$ cat config.mk
export PLATFORM = sky130hd
export DESIGN_NAME = hssi_tc_mailbox_ctrl
export DESIGN_NICKNAME = d
export VERILOG_FILES = /design/src/rtl/hssi_tc_mailbox_ctrl.sv
export SDC_FILE = /design/constraint.sdc
export NUM_CORES = 1
export LEC_CHECK = 0
export ABC_CLOCK_PERIOD_IN_PS = 6900
export CELL_PAD_IN_SITES_DETAIL_PLACEMENT = 1
export CELL_PAD_IN_SITES_GLOBAL_PLACEMENT = 2
export CORE_ASPECT_RATIO = 1.5
export CORE_MARGIN = 3
export CORE_UTILIZATION = 33
export DETAILED_ROUTE_END_ITERATION = 8
export PLACE_DENSITY_LB_ADDON = 0.2
export SLEW_MARGIN = 15
export SYNTH_ARGS = -nofsm -noshare
export SYNTH_HDL_FRONTEND = slang
export SYNTH_SLANG_ARGS = --single-unit
$ cat constraint.sdc
create_clock -name clk -period 6.9 [get_ports clk]
set_input_delay 1.035 -clock clk [delete_from_list [all_inputs] [get_ports clk]]
set_output_delay 1.035 -clock clk [all_outputs]
set_load 0.005 [all_outputs]
$ cat src/rtl/hssi_tc_mailbox_ctrl.sv
// hssi_tc_mailbox_ctrl: host mailbox to traffic-controller AVMM bridge, one access in flight with timeout
module hssi_tc_mailbox_ctrl #(
  parameter int TC_ADDR_W = 16,
  parameter int TIMEOUT_CYCLES = 1024
) (
  input  logic                 clk,
  input  logic                 rst,
  input  logic                 mb_wr,
  input  logic [3:0]           mb_wr_offset,
  input  logic [31:0]          mb_wr_data,
  input  logic                 mb_rd,
  input  logic [3:0]           mb_rd_offset,
  output logic [31:0]          mb_rd_data,
  output logic                 mb_rd_valid,
  output logic [TC_ADDR_W-1:0] tc_address,
  output logic                 tc_read,
  output logic                 tc_write,
  output logic [31:0]          tc_writedata,
  input  logic                 tc_waitrequest,
  input  logic [31:0]          tc_readdata,
  input  logic                 tc_readdatavalid
);
  localparam int CW = $clog2(TIMEOUT_CYCLES + 1);
  typedef enum logic [2:0] {IDLE, RD_REQ, RD_WAIT, WR_REQ, DONE} state_t;
  state_t               state;
  logic [1:0]           last;
  logic                 ack, busy, err;
  logic [TC_ADDR_W-1:0] addr;
  logic [31:0]          wrdata, rddata, rd_mux;
  logic [CW-1:0]        cnt;
  logic                 cmd_wr, go, timeout;
  always_comb begin
    cmd_wr  = mb_wr && mb_wr_offset == 4'h0 && state == IDLE;
    go      = mb_wr_data[1:0] == 2'd1 || mb_wr_data[1:0] == 2'd2;
    timeout = cnt == CW'(TIMEOUT_CYCLES - 1);
    rd_mux  = mb_rd_offset == 4'h0 ? {27'b0, err, busy, ack, last} :
              mb_rd_offset == 4'h4 ? 32'(addr) :
              mb_rd_offset == 4'h8 ? rddata :
              mb_rd_offset == 4'hC ? wrdata : 32'h0;
  end
  always_ff @(posedge clk or posedge rst) begin
    if (rst) begin
      state        <= IDLE;
      last         <= '0;
      ack          <= 1'b0;
      busy         <= 1'b0;
      err          <= 1'b0;
      addr         <= '0;
      wrdata       <= '0;
      rddata       <= '0;
      cnt          <= '0;
      mb_rd_data   <= '0;
      mb_rd_valid  <= 1'b0;
      tc_address   <= '0;
      tc_read      <= 1'b0;
      tc_write     <= 1'b0;
      tc_writedata <= '0;
    end else begin
      // reads sample registers before this cycle's writes land
      mb_rd_valid <= mb_rd;
      mb_rd_data  <= mb_rd ? rd_mux : 32'h0;
      if (mb_wr && mb_wr_offset == 4'h4) addr <= mb_wr_data[TC_ADDR_W-1:0];
      if (mb_wr && mb_wr_offset == 4'hC) wrdata <= mb_wr_data;
      case (state)
        IDLE: if (cmd_wr) begin
          last <= mb_wr_data[1:0];
          ack  <= 1'b0;
          if (go) begin
            err          <= 1'b0;
            busy         <= 1'b1;
            cnt          <= '0;
            tc_address   <= addr;
            tc_writedata <= wrdata;
            tc_read      <= mb_wr_data[1:0] == 2'd1;
            tc_write     <= mb_wr_data[1:0] == 2'd2;
            state        <= mb_wr_data[1:0] == 2'd1 ? RD_REQ : WR_REQ;
          end
        end
        RD_REQ: begin
          cnt <= cnt + 1'b1;
          if (!tc_waitrequest) begin
            tc_read <= 1'b0;
            if (tc_readdatavalid) rddata <= tc_readdata;
            state <= tc_readdatavalid ? DONE : RD_WAIT;
          end else if (timeout) begin
            tc_read <= 1'b0;
            err     <= 1'b1;
            rddata  <= 32'hFFFF_FFFF;
            state   <= DONE;
          end
        end
        RD_WAIT: begin
          cnt <= cnt + 1'b1;
          if (tc_readdatavalid) begin
            rddata <= tc_readdata;
            state  <= DONE;
          end else if (timeout) begin
            err    <= 1'b1;
            rddata <= 32'hFFFF_FFFF;
            state  <= DONE;
          end
        end
        WR_REQ: begin
          cnt <= cnt + 1'b1;
          if (!tc_waitrequest || timeout) begin
            tc_write <= 1'b0;
            err      <= tc_waitrequest;
            state    <= DONE;
          end
        end
        DONE: begin
          busy  <= 1'b0;
          ack   <= 1'b1;
          state <= IDLE;
        end
        default: state <= IDLE;
      endcase
    end
  end
endmodule

# Yosys cells after proc, flatten, opt, wreduce, memory -nomap -nowiden

Index checks and enable logic that the tools add are counted.

Bits in registers: 182
Output and inout port bits: 83
Logic and storage cells: 105

$add $sub $neg: 1
Equality and inequality tests: 19
Mux-type cells: 43
Reduce and logical (&&, ||, !) cells: 27

Operators by type and width:

| cell                    | number |
|---|---|
| $mux W32                | 9 |
| $pmux W32 S2            | 1 |
| $mux W11                | 2 |
| $pmux W11 S2            | 1 |
| $mux W3                 | 7 |
| $mux W1                 | 16 |
| $eq A4 B4 Y1 const B    | 3 |
| $pmux W3 S4             | 1 |
| $reduce_and A3 Y1       | 4 |
| $add A11 B1 Y11 const B | 1 |
| $eq A11 B10 Y1 const B  | 1 |
| $ne A2 B2 Y1 const B    | 5 |
| $reduce_bool A2 Y1      | 5 |
| $eq A4 B3 Y1 const B    | 2 |
| $logic_not A4 Y1        | 2 |
| $pmux W1 S2             | 4 |
| $reduce_and A4 Y1       | 2 |
| $eq A3 B2 Y1 const B    | 2 |
| $ne A3 B3 Y1 const B    | 2 |
| $reduce_and A2 Y1       | 3 |
| $reduce_and A6 Y1       | 1 |
| $logic_and A1 B1 Y1     | 4 |
| $pmux W1 S4             | 1 |
| $reduce_bool A4 Y1      | 1 |
| other kinds (9)         | 10 |

# Depth between registers and ports, before layout

Depth in word-level cells: 6
Mapped depth: 8
Mapped depth without buffers: 6

# Worst setup path after synthesis

OpenSTA, ideal clock, no wires.

Path type: input to register
Start: in mb_wr_data[0]
End: reg cnt[10]
Library setup time: 77 ps
Arrival: 2324 ps
Setup slack: 4499 ps
Cell stages on the path: 6
Cell sequence: inv_1 -> ha_1 -> nor2b_1 -> a21boi_1 -> or4_1 -> a21oi_1

Word-level cells in the longest chain between the ends: 4
Elaborated cells between the ends (all ways): 5
Classes of those cells: 3 x eq/ne; 2 x reduce/logical

RTL lines:

| what                                         | RTL line | text |
|---|---|---|
| start: declaration                           | 10       | `input logic [31:0] mb_wr_data,` |
| $eq A2 B1 Y1 or $eq A2 B2 Y1 (tied branches) | 34       | `go = mb_wr_data[1:0] == 2'd1 \|\| mb_wr_data[1:0] == 2'd2;` |
| $logic_or A1 B1 Y1 (*)                       | 34       |  |
| $ne A2 B2 Y1 (no source line) (*)            | -        |  |
| $reduce_and A3 Y1 (no source line) (*)       | -        |  |
| end signal: assignment                       | 80       | `cnt <= cnt + 1'b1;` |
| end signal: assignment                       | 93       | `cnt <= cnt + 1'b1;` |
| end signal: assignment                       | 104      | `cnt <= cnt + 1'b1;` |
| end: declaration                             | 30       | `logic [CW-1:0] cnt;` |

Mark *: on every way between the ends. The rest lies on a longest branch, timed or not.
A chain may end at the register's enable or synchronous reset.

# Final worst setup path

Start: in mb_wr_data[0]
End: reg tc_write

Word-level cells in the longest chain between the ends: 4
Elaborated cells between the ends (all ways): 8
Classes of those cells: 3 x eq/ne; 3 x mux; 2 x reduce/logical

RTL lines:

| what                                             | RTL line | text |
|---|---|---|
| $eq A2 B2 Y1 or $eq A2 B1 Y1 (tied branches)     | 34, 75   |  |
| $mux W1 or $logic_or A1 B1 Y1 (tied branches)    | 68, 34   |  |
| $mux W1 or $ne A2 B2 Y1 (tied branches)          | -        |  |
| $pmux W1 S2 or $reduce_and A4 Y1 (tied branches) | -        |  |
| end signal: assignment                           | 56       | `tc_write <= 1'b0;` |
| end signal: assignment                           | 75       | `tc_write <= mb_wr_data[1:0] == 2'd2;` |
| end signal: assignment                           | 106      | `tc_write <= 1'b0;` |
| end: declaration                                 | 17       | `output logic tc_write,` |

Parallel ways exist; a longest one is shown, timed or not. The select of a mux whose other input is x is not followed.

==> results.toml <==
[route]
ant_nets = 0
drtIter0Drc = 312
detail_route.vias_per_cell = 5.13
wirelength_mm = 21.8
firstDrtPassIters = 5
drc = 0
vias = 5500
wl_per_cell_um = 20.3

[power_and_ir_drop]
p_per_area_nw_per_um2 = 298
swShare_pct = 28.5
pwr-share-seq_pct = 50.4
irDropWorstVdd_v = 0.000143
intPower_uw = 2080
switchingPower_uw = 828
p_leak_uw = 0.00430
pwr-share-clk_pct = 33.0
p_comb_share_pct = 16.6

[synth]
synth-simple-area-share_pct = 14.4
yosysWarnings = 0
avgSynthCellArea_um2 = 11.5
synth.distinct_cells = 51
ys.flop_type = "dfrtp_1"
syn_nets = 719
synth_edf_count = 0
synthArstFlopShare_pct = 100
synth-seq-cells = 182
seq_area_frac_synth_pct = 61.9
synthAdderAreaFrac_pct = 0.511
synth_compound_area_share_pct = 11.9
synth_top_area_share_pct = 61.9
yosysTopAreaCell = "dfrtp_1"
synth_area_um2 = 7350
syn_inst = 638
synthTopCellsByArea = "dfrtp_1 62%, nand2_1 7.9%, mux2_2 7.2%"
synth_xor_xnor_area_share_pct = 0
muxShareOfSynthArea_pct = 7.88
synth_top_family_by_area = "simple AND/OR/NAND/NOR gates"

[clock_tree]
htree_num_levels = 4
cts_made_buffers = 17
insertion_delay_ps = 430
hold_buffers = 0
post_cts_buffers = 0
clkTransAtPathRegs_ps = 70
cts_tree = "built"
clock_sinks = 182
ctsResizeCount = 0
cts_buffer_depth = 2
clock_tree.root_cell = "clkbuf_16"

[worst_setup_path]
arrival_ps = 3420
critPathSlowestCell = "clkdlybuf4s50_1"
crit_required_ps = 7180
path_class = "primary input to register"
worst_setup_path_start_kind = "primary input"
crit_chain = "clkdlybuf4s50_1 -> inv_1 -> ha_1 -> nor2b_1 -> nand3_2 -> buf_4 -> nor2_1 -> a311oi_1"
endpoint_kind = "register"
cpPeakStageDelay_ps = 500
crit_family = "buffers and inverters"
critical_path_peak_fanout = 33
path_buf_inv = 3

[min_path]
hold_class = "register to register"

[placed_design]
port-buffer-count = 160
post-dp-hpwl_mm = 15.4
gp_congestion = 0.782

[finish]
seqCellArea_um2 = 4550
nFillCells = 2367
drive_gt1_share_pct = 12.6
final_nets = 869
fin_util_pct = 44.7
final_common_cell = "dfrtp_1"
diodes = 0
layout_common_cells = "182 x dfrtp_1, 160 x clkdlybuf4s50_1, 155 x nand2_1"
syn_to_final_growth_pct = 32.7
multi_input_area_um2 = 2560

[sta]
final_hold_viol_count = 0
worstMarginPinSlew_ps = 1030
maxSlewHeadroom_pct = 30.9
skew_ps = 10.2
fmax_ghz = 0.318
slew_violations = 0
rsz0062_at_grt = "no"
finalCriticalPeriod_ps = 3140
final.setup.tns_ps = 0
setup_viol = 0
fin_crit_sh_pct = 45.5

[floorplan]
fp.dieH_um = 189
start_util_pct = 33.7
die_x_um = 128
rows = 66
die_area_um2 = 24100
coreArea_um2 = 21800
io-pin-count = 161

[grt]
grt_pass1_vias = 6169
grt_pass1_wl_mm = 34.7
globalRoute.totalOverflow = 0
track_usage_pct = 18.5
grt_max_degree = 74
antenna_found_initial = 0

[run]
maxCapViolCount = 0

[run_status]
outcome = "finished clean"
-- Yosys cell counts, drive strengths merged (5+ instances only) --
| master | number |
|---|---|
| buf | 18 |
| o21ai | 14 |
| nand2 | 155 |
| mux2i | 5 |
| clkbuf | 20 |
| mux2 | 47 |
| o22a | 32 |
| a21oi | 8 |
| dfrtp | 182 |
| a22oi | 16 |
| nand3 | 7 |
| a222oi | 11 |
| inv | 10 |
| nor2b | 7 |
| o31ai | 5 |
| a221oi | 5 |
| nor2 | 44 |
-- worst paths after layout --
path,startpoint,to,cells past startpoint,slack (ps)
max,mb_wr_data[0],tc_write,8,3760
min,tc_writedata[18],tc_writedata[18],2,470
max reg2reg,cnt[0],state[2],6,4310
min reg2reg,tc_writedata[18],tc_writedata[18],2,470
max in group asynchronous,rst,wrdata[18],3,4570
min in group asynchronous,rst,tc_writedata[13],2,1060
-- stage by stage --
step	cells	setup slack, ps	hold slack [ps]	cell area [um2]	total power (uW)
2_1_floorplan	638	921	449	7350	1680
3_3_place_gp	1041	3390	457	9170	1950
3_5_place_dp	1041	3310	463	9170	1980
4_1_cts	1073	3760	484	9750	2950
5_1_grt	1073	3550	506	9750	3070
6_report	1073	3760	474	9750	2910
-- sequential cells by signal, indices dropped and copies added (netlist names), 2 cells and up --
| register | cells |
|---|---|
| tc_address | 16 |
| wrdata | 32 |
| rddata | 32 |
| state | 3 |
| last | 2 |
| cnt | 11 |
| tc_writedata | 32 |
| mb_rd_data | 32 |
| addr | 16 |
-- area by class of cell --
| type | count | share of cell area, % |
|---|---|---|
| Multi-Input combinational cell | 408 | 26.2 |
| Clock buffer | 17 | 4.36 |
| Timing Repair Buffer | 169 | 17.1 |
| Clock inverter | 15 | 1.67 |
| Tap cell | 272 | 3.49 |
| Sequential cell | 182 | 46.7 |
| Inverter | 10 | 0.436 |
-- per-layer routing --
| metal | up-vias | routed length [um] | GRT usage [%] |
|---|---|---|---|
| li1 | 2528 | - | - |
| met1 | 2839 | 8650 | 21.8 |
| met2 | 114 | 12100 | 34.1 |
| met3 | 19 | 710 | 2.81 |
| met4 | 0 | 335 | 5.68 |
| met5 | - | 0 | 0 |
-- cell families after synthesis --
family | Yosys count
compound gates | 109
fa+ha+maj | 3
buf+inv | 48
flops | 182
mux | 52
simple gates | 244
-- worst min-delay path, cell delays in order, from the launching register on --
cell	delay [ps]
dfrtp_1	340
nand2_1	50
nand2_1	50
-- power by group through the flow --
stage               combinational (uW)  sequential (uW)  clock, uW
finish                             482             1470        959
floorplan                          245             1440          0
global placement                   468             1480          0
detailed placement                 491             1490          0
CTS                                495             1470        982
global route                       537             1500       1030
(Power assumes the default switching activity.)
